[config.mk]
export PLATFORM = sky130hd
export DESIGN_NAME = lisp_exec_unit
export DESIGN_NICKNAME = d
export VERILOG_FILES = /design/src/rtl/lisp_exec_unit_pkg.sv /design/src/rtl/lisp_exec_unit_alu.sv /design/src/rtl/lisp_exec_unit.sv
export SDC_FILE = /design/constraint.sdc
export NUM_CORES = 1
export LEC_CHECK = 0
export BUFFER_PORTS_ARGS = -buffer_cell sky130_fd_sc_hd__buf_2
export CAP_MARGIN = 20
export CORE_MARGIN = 4
export CORE_UTILIZATION = 40
export DETAILED_ROUTE_END_ITERATION = 12
export GPL_TIMING_DRIVEN = 0
export REMOVE_ABC_BUFFERS = 1
export SETUP_SLACK_MARGIN = 0.1
export SLEW_MARGIN = 10
export SYNTH_ARGS = -nofsm -noshare
export SYNTH_HDL_FRONTEND = slang
export SYNTH_HIERARCHICAL = 1
export SYNTH_SLANG_ARGS = --single-unit
[constraint.sdc]
create_clock -name clk -period 3.6 [get_ports clk]
set_clock_uncertainty 0.1 [all_clocks]
set_input_delay 0.18 -clock clk [delete_from_list [all_inputs] [get_ports clk]]
set_output_delay 0.18 -clock clk [all_outputs]
set_load 0.02 [all_outputs]
[src/rtl/lisp_exec_unit_pkg.sv]
// Shared definitions for the LISP execution unit: ALU widths, opcodes and control-FSM encoding.
// Imported by the ALU sub-module and the top level.
package lisp_exec_unit_pkg;

    localparam int unsigned alu_data_width   = 16;
    localparam int unsigned alu_opcode_width = 4;

    localparam logic [3:0] OpAdd   = 4'd0;
    localparam logic [3:0] OpSub   = 4'd1;
    localparam logic [3:0] OpAnd   = 4'd2;
    localparam logic [3:0] OpOr    = 4'd3;
    localparam logic [3:0] OpXor   = 4'd4;
    localparam logic [3:0] OpPassA = 4'd5;
    localparam logic [3:0] OpPassB = 4'd6;

    typedef enum logic [1:0] {
        StIdle = 2'd0,
        StExec = 2'd1,
        StResp = 2'd2
    } state_e;

endpackage

[src/rtl/lisp_exec_unit_alu.sv]
// Combinational ALU: ADD/SUB at DATA_W+1 bits (carry / borrow), logic ops and pass-throughs.
// Undefined opcodes yield a zero result with o_err set.
module lisp_exec_unit_alu
    import lisp_exec_unit_pkg::*;
#(
    parameter int unsigned DATA_W = alu_data_width,
    parameter int unsigned OP_W   = alu_opcode_width
) (
    input  logic [OP_W-1:0]   i_op,
    input  logic [DATA_W-1:0] i_a,
    input  logic [DATA_W-1:0] i_b,
    output logic [DATA_W-1:0] o_result,
    output logic              o_carry,
    output logic              o_err
);

    logic [DATA_W:0] w_wide;

    always_comb begin
        w_wide   = '0;
        o_result = '0;
        o_carry  = 1'b0;
        o_err    = 1'b0;
        case (i_op)
            OP_W'(OpAdd): begin
                w_wide   = {1'b0, i_a} + {1'b0, i_b};
                o_result = w_wide[DATA_W-1:0];
                o_carry  = w_wide[DATA_W];
            end
            OP_W'(OpSub): begin
                // Wrap into the extra bit marks a borrow (A < B unsigned).
                w_wide   = {1'b0, i_a} - {1'b0, i_b};
                o_result = w_wide[DATA_W-1:0];
                o_carry  = w_wide[DATA_W];
            end
            OP_W'(OpAnd):   o_result = i_a & i_b;
            OP_W'(OpOr):    o_result = i_a | i_b;
            OP_W'(OpXor):   o_result = i_a ^ i_b;
            OP_W'(OpPassA): o_result = i_a;
            OP_W'(OpPassB): o_result = i_b;
            default:        o_err    = 1'b1;
        endcase
    end

endmodule

[src/rtl/lisp_exec_unit.sv]
// Execution unit: register file + ALU behind a command/response handshake.
// One command in flight: IDLE accepts, EXEC computes and writes back, RESP holds the result.
module lisp_exec_unit
    import lisp_exec_unit_pkg::*;
#(
    parameter int unsigned DATA_W = alu_data_width,
    parameter int unsigned NREGS  = 8,
    parameter int unsigned OP_W   = alu_opcode_width,
    parameter int unsigned REG_W  = $clog2(NREGS)
) (
    input  logic              clk,
    input  logic              rst_n,
    input  logic              cmd_valid,
    output logic              cmd_ready,
    input  logic [OP_W-1:0]   cmd_op,
    input  logic [REG_W-1:0]  cmd_dst,
    input  logic [REG_W-1:0]  cmd_src_a,
    input  logic [REG_W-1:0]  cmd_src_b,
    input  logic              cmd_use_imm,
    input  logic [DATA_W-1:0] cmd_imm,
    output logic              rsp_valid,
    input  logic              rsp_ready,
    output logic [DATA_W-1:0] rsp_data,
    output logic              rsp_zero,
    output logic              rsp_carry,
    output logic              rsp_err,
    output logic              busy
);

    state_e              r_state;
    state_e              w_state_next;
    logic                r_out_of_reset;
    logic                w_accept;
    logic                w_exec;

    logic [OP_W-1:0]     r_op;
    logic [REG_W-1:0]    r_dst;
    logic [DATA_W-1:0]   r_opa;
    logic [DATA_W-1:0]   r_opb;

    logic [DATA_W-1:0]   r_regs [NREGS];
    logic [DATA_W-1:0]   w_rd_a;
    logic [DATA_W-1:0]   w_rd_b;

    logic [DATA_W-1:0]   w_alu_result;
    logic                w_alu_carry;
    logic                w_alu_err;

    logic [DATA_W-1:0]   r_rsp_data;
    logic                r_rsp_zero;
    logic                r_rsp_carry;
    logic                r_rsp_err;

    // Held low through reset and raised on the first edge after release.
    always_ff @(posedge clk or negedge rst_n) begin
        if (!rst_n) begin
            r_out_of_reset <= 1'b0;
        end else begin
            r_out_of_reset <= 1'b1;
        end
    end

    assign cmd_ready = (r_state == StIdle) && r_out_of_reset;
    assign busy      = (r_state != StIdle);
    assign rsp_valid = (r_state == StResp);

    always_ff @(posedge clk or negedge rst_n) begin
        if (!rst_n) begin
            r_state <= StIdle;
        end else begin
            r_state <= w_state_next;
        end
    end

    always_comb begin
        w_state_next = r_state;
        w_accept     = 1'b0;
        w_exec       = 1'b0;
        case (r_state)
            StIdle: begin
                if (cmd_valid && cmd_ready) begin
                    w_accept     = 1'b1;
                    w_state_next = StExec;
                end
            end
            StExec: begin
                w_exec       = 1'b1;
                w_state_next = StResp;
            end
            StResp: begin
                if (rsp_ready) begin
                    w_state_next = StIdle;
                end
            end
            default: w_state_next = StIdle;
        endcase
    end

    // r0 is hard-wired to zero on the read side.
    assign w_rd_a = (cmd_src_a == '0) ? '0 : r_regs[cmd_src_a];
    assign w_rd_b = (cmd_src_b == '0) ? '0 : r_regs[cmd_src_b];

    always_ff @(posedge clk or negedge rst_n) begin
        if (!rst_n) begin
            r_op  <= '0;
            r_dst <= '0;
            r_opa <= '0;
            r_opb <= '0;
        end else if (w_accept) begin
            r_op  <= cmd_op;
            r_dst <= cmd_dst;
            r_opa <= w_rd_a;
            r_opb <= cmd_use_imm ? cmd_imm : w_rd_b;
        end
    end

    lisp_exec_unit_alu #(
        .DATA_W (DATA_W),
        .OP_W   (OP_W)
    ) u_alu (
        .i_op     (r_op),
        .i_a      (r_opa),
        .i_b      (r_opb),
        .o_result (w_alu_result),
        .o_carry  (w_alu_carry),
        .o_err    (w_alu_err)
    );

    always_ff @(posedge clk or negedge rst_n) begin
        if (!rst_n) begin
            for (int unsigned i = 0; i < NREGS; i++) begin
                r_regs[i] <= '0;
            end
        end else if (w_exec && !w_alu_err && (r_dst != '0)) begin
            r_regs[r_dst] <= w_alu_result;
        end
    end

    always_ff @(posedge clk or negedge rst_n) begin
        if (!rst_n) begin
            r_rsp_data  <= '0;
            r_rsp_zero  <= 1'b0;
            r_rsp_carry <= 1'b0;
            r_rsp_err   <= 1'b0;
        end else if (w_exec) begin
            r_rsp_data  <= w_alu_result;
            r_rsp_zero  <= (w_alu_result == '0);
            r_rsp_carry <= w_alu_carry;
            r_rsp_err   <= w_alu_err;
        end
    end

    assign rsp_data  = r_rsp_data;
    assign rsp_zero  = r_rsp_zero;
    assign rsp_carry = r_rsp_carry;
    assign rsp_err   = r_rsp_err;

endmodule

After elaboration in Yosys (flattened, before gate mapping)
Index checks and enable logic that the tools add are counted.

Bitwise operators: 6. Reduce and logical (&&, ||, !) cells: 14. Equality and inequality tests: 10. Magnitude comparators: 4. Add/sub/neg operators: 2. Muxes and demuxes: 21.

Operator list (number): $bwmux W128 (1); $mux W16 (8); $pmux W16 S7 (1); $bmux W16 S3 (2); $demux W16 S3 (1); $add A16 B16 Y17 (1); $sub A16 B16 Y17 (1); $and A16 B16 Y16 (1); $logic_not A16 Y1 (1); $or A16 B16 Y16 (1); $xor A16 B16 Y16 (1); $eq A4 B3 Y1 const B (3); $ge A4 B4 Y1 const B (3); $not A3 Y4 (3); $eq A4 B2 Y1 const B (2); $reduce_or A7 Y1 (1); $logic_not A3 Y1 (2); $pmux W2 S3 (1); $logic_and A1 B1 Y1 (5); $eq A4 B1 Y1 const B (1); $logic_not A4 Y1 (1); $lt A4 B1 Y1 const B (1); $mux W1 (4); $mux W2 (2); other kinds (8) (9).

Input bits: 34. Logic and storage cells: 75. Register bits: 189. Output and inout port bits: 22.

Longest topological paths before layout
Gate-level depths: netlist of the first run.

Word-level depth: 6. Gate-level depth with buffers: 14. Depth with buffers taken out: 13.

Hierarchy
The synthesis of the first run kept the hierarchy.

By module, submodules not included: lisp_exec_unit (cells an instance 650, seq. area each 4329.2 µm², area an instance 8779.7 µm², times used 1); lisp_exec_unit_alu (cells an instance 391, seq. area each 0.0 µm², area an instance 2648.8 µm², times used 1).

Worst setup path before layout of the first run
OpenSTA, ideal clock, no wires.

Path kind: reg2reg. Start point: register r_opa[6]. End point: register r_rsp_zero (netlist: rsp_zero). Path buffers: 2. Stages on the path, launching flop included: 15. Data arrival time: 3105 ps. Slack: 313 ps. Data required time: 3417 ps. Cells stage by stage: dfrtp_1 > inv_1 > ha_1 > buf_6 > or3b_1 > a31oi_1 > a2111oi_1 > o41ai_2 > nor2_1 > a221o_1 > a211o_1 > buf_1 > nor4_1 > nand4_1 > o21ai_0.

Word-level cells in the longest chain between the ends: 3. Elaborated cells on any way between the ends: 7. Classes of those cells: add/sub (2); mux (1); bitwise (3); reduce/logical (1).

Ends and longest elaborated chain: start, declared (line lisp_exec_unit.sv:38) `logic [DATA_W-1:0] r_opa;`; start signal, assigned (line lisp_exec_unit.sv:112) `r_opa <= w_rd_a;`; $sub A16 B16 Y17 or $add A16 B16 Y17 (tied branches) (line lisp_exec_unit_alu.sv:32, lisp_exec_unit_alu.sv:26); $pmux W16 S7 (*) (line lisp_exec_unit_alu.sv:24) `case (i_op)`; named net w_alu_result[13] (line lisp_exec_unit.sv:45) `logic [DATA_W-1:0] w_alu_result;`; $logic_not A16 Y1 (*) (line lisp_exec_unit.sv:147) `r_rsp_zero <= (w_alu_result == '0);`; end signal, assigned (line lisp_exec_unit.sv:147); end, declared (line lisp_exec_unit.sv:50) `logic r_rsp_zero;`.

The timed path passes the listed nets; every way through them passes the cells marked *. A chain may end at the register's enable or synchronous reset.

Worst setup path after layout of the first run
Start point: register r_opb[5]. End point: register r_rsp_zero (netlist: rsp_zero).

Word-level cells in the longest chain between the ends: 3. Elaborated cells on any way between the ends: 7. Classes of those cells: add/sub (2); mux (1); bitwise (3); reduce/logical (1).

Ends and longest elaborated chain: start, declared (line lisp_exec_unit.sv:39) `logic [DATA_W-1:0] r_opb;`; start signal, assigned (line lisp_exec_unit.sv:113) `r_opb <= cmd_use_imm ? cmd_imm : w_rd_b;`; $sub A16 B16 Y17 or $add A16 B16 Y17 (tied branches) (line lisp_exec_unit_alu.sv:32, lisp_exec_unit_alu.sv:26); $pmux W16 S7 (*) (line lisp_exec_unit_alu.sv:24); named net w_alu_result[13] (line lisp_exec_unit.sv:45); $logic_not A16 Y1 (*) (line lisp_exec_unit.sv:147).

Marks and branches as above.

==> metrics, run 1 <==
Die ar.=31,340 sq um; vias in the first global route=8,712; Buffers on Ports=55; CP Cell Sequence=inv_1 > ha_4 > or3b_4 > a31oi_4 > a2111oi_2 > o41ai_2 > nor2_1 > a221o_1 > a211o_4 > nor4_4 > nand4_1 > o21ai_1; Max Cap Viol=0; Vias/cell=just under 6; CP Data Required Time=3.86 ns; asr flop ratio synth=100.0%; Achievable Freq=roughly 0.28 GHz; die height=between 150 and 200 microns; Seq/Total Area, Yosys=37.88%; worst-margin pin slew=1.109 ns; wire length of the first global-routing pass=51,200 microns; Initial Util=40.80%; WL/cell=22.34 microns; via count=8,666; remaining global-route overflow=0; core area=28,010 sq um; CTS Buf Count=17; share of cells above drive strength 1=34.28%; Final setup viols=0; io pins=56; pin count of the biggest net entering global routing=106; clk buf depth=2; ys flop type=dfrtp_1; drt total wl=32,890 microns; Min-Delay Endpoint=r_opb[5]; Final Cycle Share=97.52%; first-pass iteration count of the detailed router=5; Pwr Total=9.365 mW; FP Rows=61; clk_lat worst skew=0.44 ns; Layout Area Growth over Synthesis=14.88%; Netlist cell types=76; HP Start=cmd_imm[5]; synthesized area=11,430 sq um; DRT iter0 DRCs=824; Max transition margin=between 20% and 30%; IR Drop Worst-Case VDD=0.3457 mV; CP delay by family, top=compound AO/OA/AOI/OAI gates; worst hold path type=primary input to flip-flop; Final Hold Vio Count=0; synthesized flop and latch total=173; Clock Root Buffer=clkbuf_16; worst reg-to-reg path cell count=12; CTS tree=yes; worst setup margin=0.08926 ns; crit start category=flip-flop; YS warnings=6; Chip Width=177.0 microns; CP endpoint kind=flip-flop; power density cells=~700 nW/um^2; worst path bufs/invs=1; dpl ws=-0.8692 ns; dpl cell area=11,900 sq um; Lkg Pwr=slightly above 6 nW; CP arrival=roughly 3.8 ns; CP peak stage delay=0.44 ns; Final Max Tran Viols=0; commonest non-fill, non-tap cell in the layout=dfrtp_1; initial antenna violation count=0; RSZ-0062 raised after global routing=true; WS Path Type=flip-flop to flip-flop; run status=complete, no violations; flop-to-flop setup slack=0.09 ns; GP Congestion=roughly 0.91; Max stage delay cell, worst path=dfrtp_2; EDFF count, synth=0; worst reg2reg endpoint=rsp_zero; detailed placement HPWL=20,760 microns; Reg clk slew, reported paths=~0.07 ns; GRT Util Overall=21.15%; Fill cells=2,590; FF-to-FF Start=r_opb[5]; commonest cells after routing, fill and taps aside=165 x dfrtp_1, 113 x mux2_2, 93 x nand2_1, 56 x buf_2, 46 x inv_1; fin crit period=3.511 ns; Hold Path Depth=4; fin area=13,130 sq um; syn avg cell area=approximately 11 sq um; post-route DRC violation count=0; critical path peak fanout=5; antenna-violating nets left=0; H-tree depth=4; Post-Syn Instances=1,041; post-layout util=46.87%; CTS sink count=173; Nets=1,169; Ant. Diodes=0
layout make-up:
cell class | instances | area [sq um] | area share (%)
multi-input combinational | 731 | 6756 | 51.46
sequential | 173 | 4339 | 33.05
timing repair buffer | 106 | 787.0 | 5.994
clock buffer | 22 | 474.2 | 3.612
tap | 378 | 473.0 | 3.602
inverter | 52 | 195.2 | 1.487
clock inverter | 10 | 103.9 | 0.7910
state kept, by name (all words and copies together) (netlist names), 2 cells and up:
signal    cells
rsp_data     16
r_opb        16
r_opa        16
r_regs      112
r_dst         3
r_op          4
r_state       2
what timing repair did:
action / in CTS / in global routing
setup buffers: 7 / 13
pin swaps: 10 / 11
hold buffers: 19 / 0
hold endpoints to repair: 86 / 0
gates resized for setup: 30 / 35
setup endpoints to repair: 106 / 50
kinds of logic (layout without fill, tap and decap cells):
logic type	count (synthesis)	after routing	synth area share, %
AO/OA/AOI/OAI	233	233	14.73
buffers and inverters	137	190	5.507
adder cells (fa/ha/maj)	54	54	6.043
XOR/XNOR	4	4	0.3065
flip-flops	173	173	37.88
other	1	1	0.03281
AND/OR/NAND/NOR	235	235	11.15
multiplexers	204	204	24.36
metrics by stage:
stage / hold slack [ns] / TNS (ns) / instances
after global routing: 0.03358 / -0.005429 / 1472
final: 0.01937 / 0 / 1472
after floorplan: -0.2156 / 0 / 956
after CTS: 0.01562 / 0 / 1457
after detailed placement: 0.07445 / -10.18 / 1399
after global placement: 0.2742 / -227.00 / 1389
synth_stat cells, drive strengths merged, types with 9 or more instances:
library cell  count  area, sq um
dfrtp           173         4329
mux2            153         1873
nand2            93        349.1
ha               52        650.6
inv              52        195.2
buf              45        284.0
clkbuf           40        150.1
nor2b            38        247.7
a221oi           36        315.3
a21oi            35        175.2
o31ai            35        262.8
mux4             32        720.7
o21ai            29        145.1
nor2             23        88.84
mux2i            19        190.2
and2             17        106.4
a22oi            14        105.1
nor3             12        60.06
nand2b           11        68.82
o221ai           10        87.58
a21o              9        67.56
a31oi             9        56.30
nor4              9        56.30
o211ai            9        67.56
worst reg2reg max path, stage by stage (launching register included):
cell and delay, ns:
dfrtp_2 0.44, inv_1 0.13, ha_4 0.19, or3b_4 0.40, a31oi_4 0.20, a2111oi_2 0.07, o41ai_2 0.39, nor2_1 0.10
a221o_1 0.35, a211o_4 0.34, nor4_4 0.35, nand4_1 0.20, o21ai_1 0.16
how the worst max path moves through the flow:
stage	to	cells after the start	from	slack [ns]
after detailed placement	rsp_zero	11	r_op[0]	-0.87
final	rsp_zero	12	r_opb[5]	0.09
after global routing	rsp_zero	12	r_opb[5]	-0.005
after global placement	r_opb[1]	3	r_state[1]	-1.83
after floorplan	r_opb[0]	3	r_state[1]	0.15
after CTS	rsp_zero	12	r_opb[0]	0.10
power by group:
group	switching [mW]	internal [mW]	total, mW
clock	0.842	1.02	1.86
sequential	0.629	2.58	3.21
combinational	2.31	1.98	4.29
total	3.78	5.59	9.37
routing by layer:
layer / GRT usage (%) / vias to the layer above / wire length, microns
met5: 0 / - / 0
met4: 6.931 / 0 / 867
met3: 2.457 / 57 / 1436
met2: 34.23 / 263 / 15390
met1: 29.78 / 4423 / 15200
li1: - / 3923 / -
Power figures use the tool's default switching activity.
==> run 2, diff against run 1 <==
--- a/config.mk
+++ b/config.mk
@@ -9,6 +9,7 @@
 export CAP_MARGIN = 20
 export CORE_MARGIN = 4
 export CORE_UTILIZATION = 40
+export CTS_BUF_LIST = sky130_fd_sc_hd__clkbuf_16
 export DETAILED_ROUTE_END_ITERATION = 12
 export GPL_TIMING_DRIVEN = 0
 export REMOVE_ABC_BUFFERS = 1
==> run 2 against run 1 <==
Effect of this change:
- register-to-register slack about the same
- flip-flop and latch count unchanged
- first-iteration DRC count increased by 0.73%
- sequential share of layout area increased by 0.076 points
- combinational power about the same
- non-clock buffer count unchanged
- critical path depth unchanged
- setup slack got worse by 0.0073 ns
- core utilization decreased by 0.11 points
- clock-buffer cell count decreased by 5
- cell count unchanged
- die area unchanged
==> metrics, run 2 (synthesis gave the netlist of run 1 again) <==
run status=complete, no violations; pin count of the biggest net entering global routing=106; Fin Setup TNS=0 ns; post-layout util=46.76%; worst setup margin=0.08200 ns; post-route DRC violation count=0; Storage cell area=4339 sq um; Min-Delay Endpoint=r_opb[5]; Max Cap Viol=0; antenna-violating nets left=0; GRT Util Overall=21.14%; CTS Buf Count=17; Final Max Tran Viols=0; first-pass iteration count of the detailed router=5; Largest register FFs=112; H-tree depth=4; CP Data Required Time=3.86 ns; FP Rows=61; CP endpoint kind=flip-flop; core area=between 20,000 and 30,000 sq um; Achievable Freq=~0.28 GHz; clk_lat worst skew=between 0.4 and 0.5 ns; clk buf depth=2; IR Drop Worst-Case VDD=0.3466 mV; Nets=1,169; via count=8,661; Final setup viols=0; Max transition margin=27.73%; Reg clk slew, reported paths=0.07 ns; drt total wl=32,880 microns; Ant. Diodes=0; Clock Root Buffer=clkbuf_16; crit start category=flip-flop; Buffers on Ports=55; worst hold path type=primary input to flip-flop; worst-margin pin slew=1.073 ns; worst reg2reg endpoint=rsp_zero; remaining global-route overflow=0; vias in the first global route=8,705; CP arrival=3.78 ns; DRT iter0 DRCs=830; Pwr Total=around 9.3 mW; Chip Width=177.0 microns; GP Congestion=0.9146; CTS sink count=173; io pins=56; Final Cycle Share=97.72%; Die ar.=around 31,000 sq um; Layout Area Growth over Synthesis=14.62%; flop-to-flop setup slack=slightly above 0.08 ns; power density cells=between 700 and 800 nW/um^2; area of the multi-input gates=between 6000 and 7000 sq um; Fill cells=around 2,600; wire length of the first global-routing pass=51,190 microns; critical path peak fanout=5; dpl ws=-0.8692 ns; WL/cell=around 22 microns; Hold Path Depth=4; HP Start=cmd_imm[5]; WS Path Type=flip-flop to flip-flop; share of cells above drive strength 1=34.00%; Lkg Pwr=6.158 nW; die height=177.0 microns; Vias/cell=just under 6; commonest non-fill, non-tap cell in the layout=dfrtp_1; RSZ-0062 raised after global routing=true; Final Hold Vio Count=0; register with the most flip-flops=r_regs; initial antenna violation count=0; detailed placement HPWL=20,760 microns; commonest cells after routing, fill and taps aside=165 x dfrtp_1, 113 x mux2_2, 93 x nand2_1, 56 x buf_2, 48 x inv_1; worst reg-to-reg path cell count=12; FF-to-FF Start=r_opb[5]; CTS tree=yes; fin crit period=3.518 ns; Initial Util=40.80%
==> run 2: final cells by class <==
type | instances | area share [%]
multi-input cells | 731 | 51.58
repair buffers | 106 | 6.008
clock buffers | 17 | 3.248
well taps | 378 | 3.611
inverters | 52 | 1.490
clock inverters | 15 | 0.9361
flip-flops and latches | 173 | 33.13
==> run 2: worst max path at each step <==
| stage | endpoint | startpoint | cells past startpoint |
|---|---|---|---|
| CTS | rsp_zero | r_opb[0] | 12 |
| global placement | r_opb[1] | r_state[1] | 3 |
| finish | rsp_zero | r_opb[5] | 12 |
| floorplan | r_opb[0] | r_state[1] | 3 |
| global route | rsp_zero | r_opb[5] | 12 |
| detailed placement | rsp_zero | r_op[0] | 11 |
==> run 2: per-layer routing <==
| layer | wire (microns) | up-vias | share of wire [%] | track usage (%) |
|---|---|---|---|---|
| li1 | - | 3931 | - | - |
| met1 | 15420 | 4432 | 47 | 29.78 |
| met2 | 15460 | 250 | 47 | 34.20 |
| met3 | 1216 | 48 | 3.7 | 2.457 |
| met4 | 785 | 0 | 2.4 | 6.931 |
| met5 | 0 | - | 0 | 0 |
==> run 2: repair_timing <==
action                                 4_1_cts  5_1_grt
resized for setup                           30       35
hold buffers                                19        0
setup endpoints to repair                  106       50
setup buffers                                7       13
pin swaps                                   10       11
endpoints found under the hold margin       86        0
==> run 2: through the flow <==
step	instances	hold WS, ns	instance area (sq um)
after floorplan	956	-0.2156	10990
after global placement	1389	0.2742	11740
after detailed placement	1399	0.07445	11900
after CTS	1457	0.01562	12830
after global routing	1472	0.03358	13100
final	1472	0.01681	13100
==> run 2: where the power goes <==
group          internal [mW]  switching [mW]  total [mW]
clock                  0.951           0.836        1.79
sequential              2.58           0.628        3.21
combinational           1.98            2.32        4.30
==> run 2: worst max-delay path: stages, from the launching register on <==
cell	delay, ns
dfrtp_2	0.44
inv_1	0.13
ha_4	0.19
or3b_4	0.40
a31oi_4	0.20
a2111oi_2	0.07
o41ai_2	0.40
nor2_1	0.10
a221o_1	0.35
a211o_4	0.34
nor4_4	0.36
nand4_1	0.20
o21ai_1	0.15
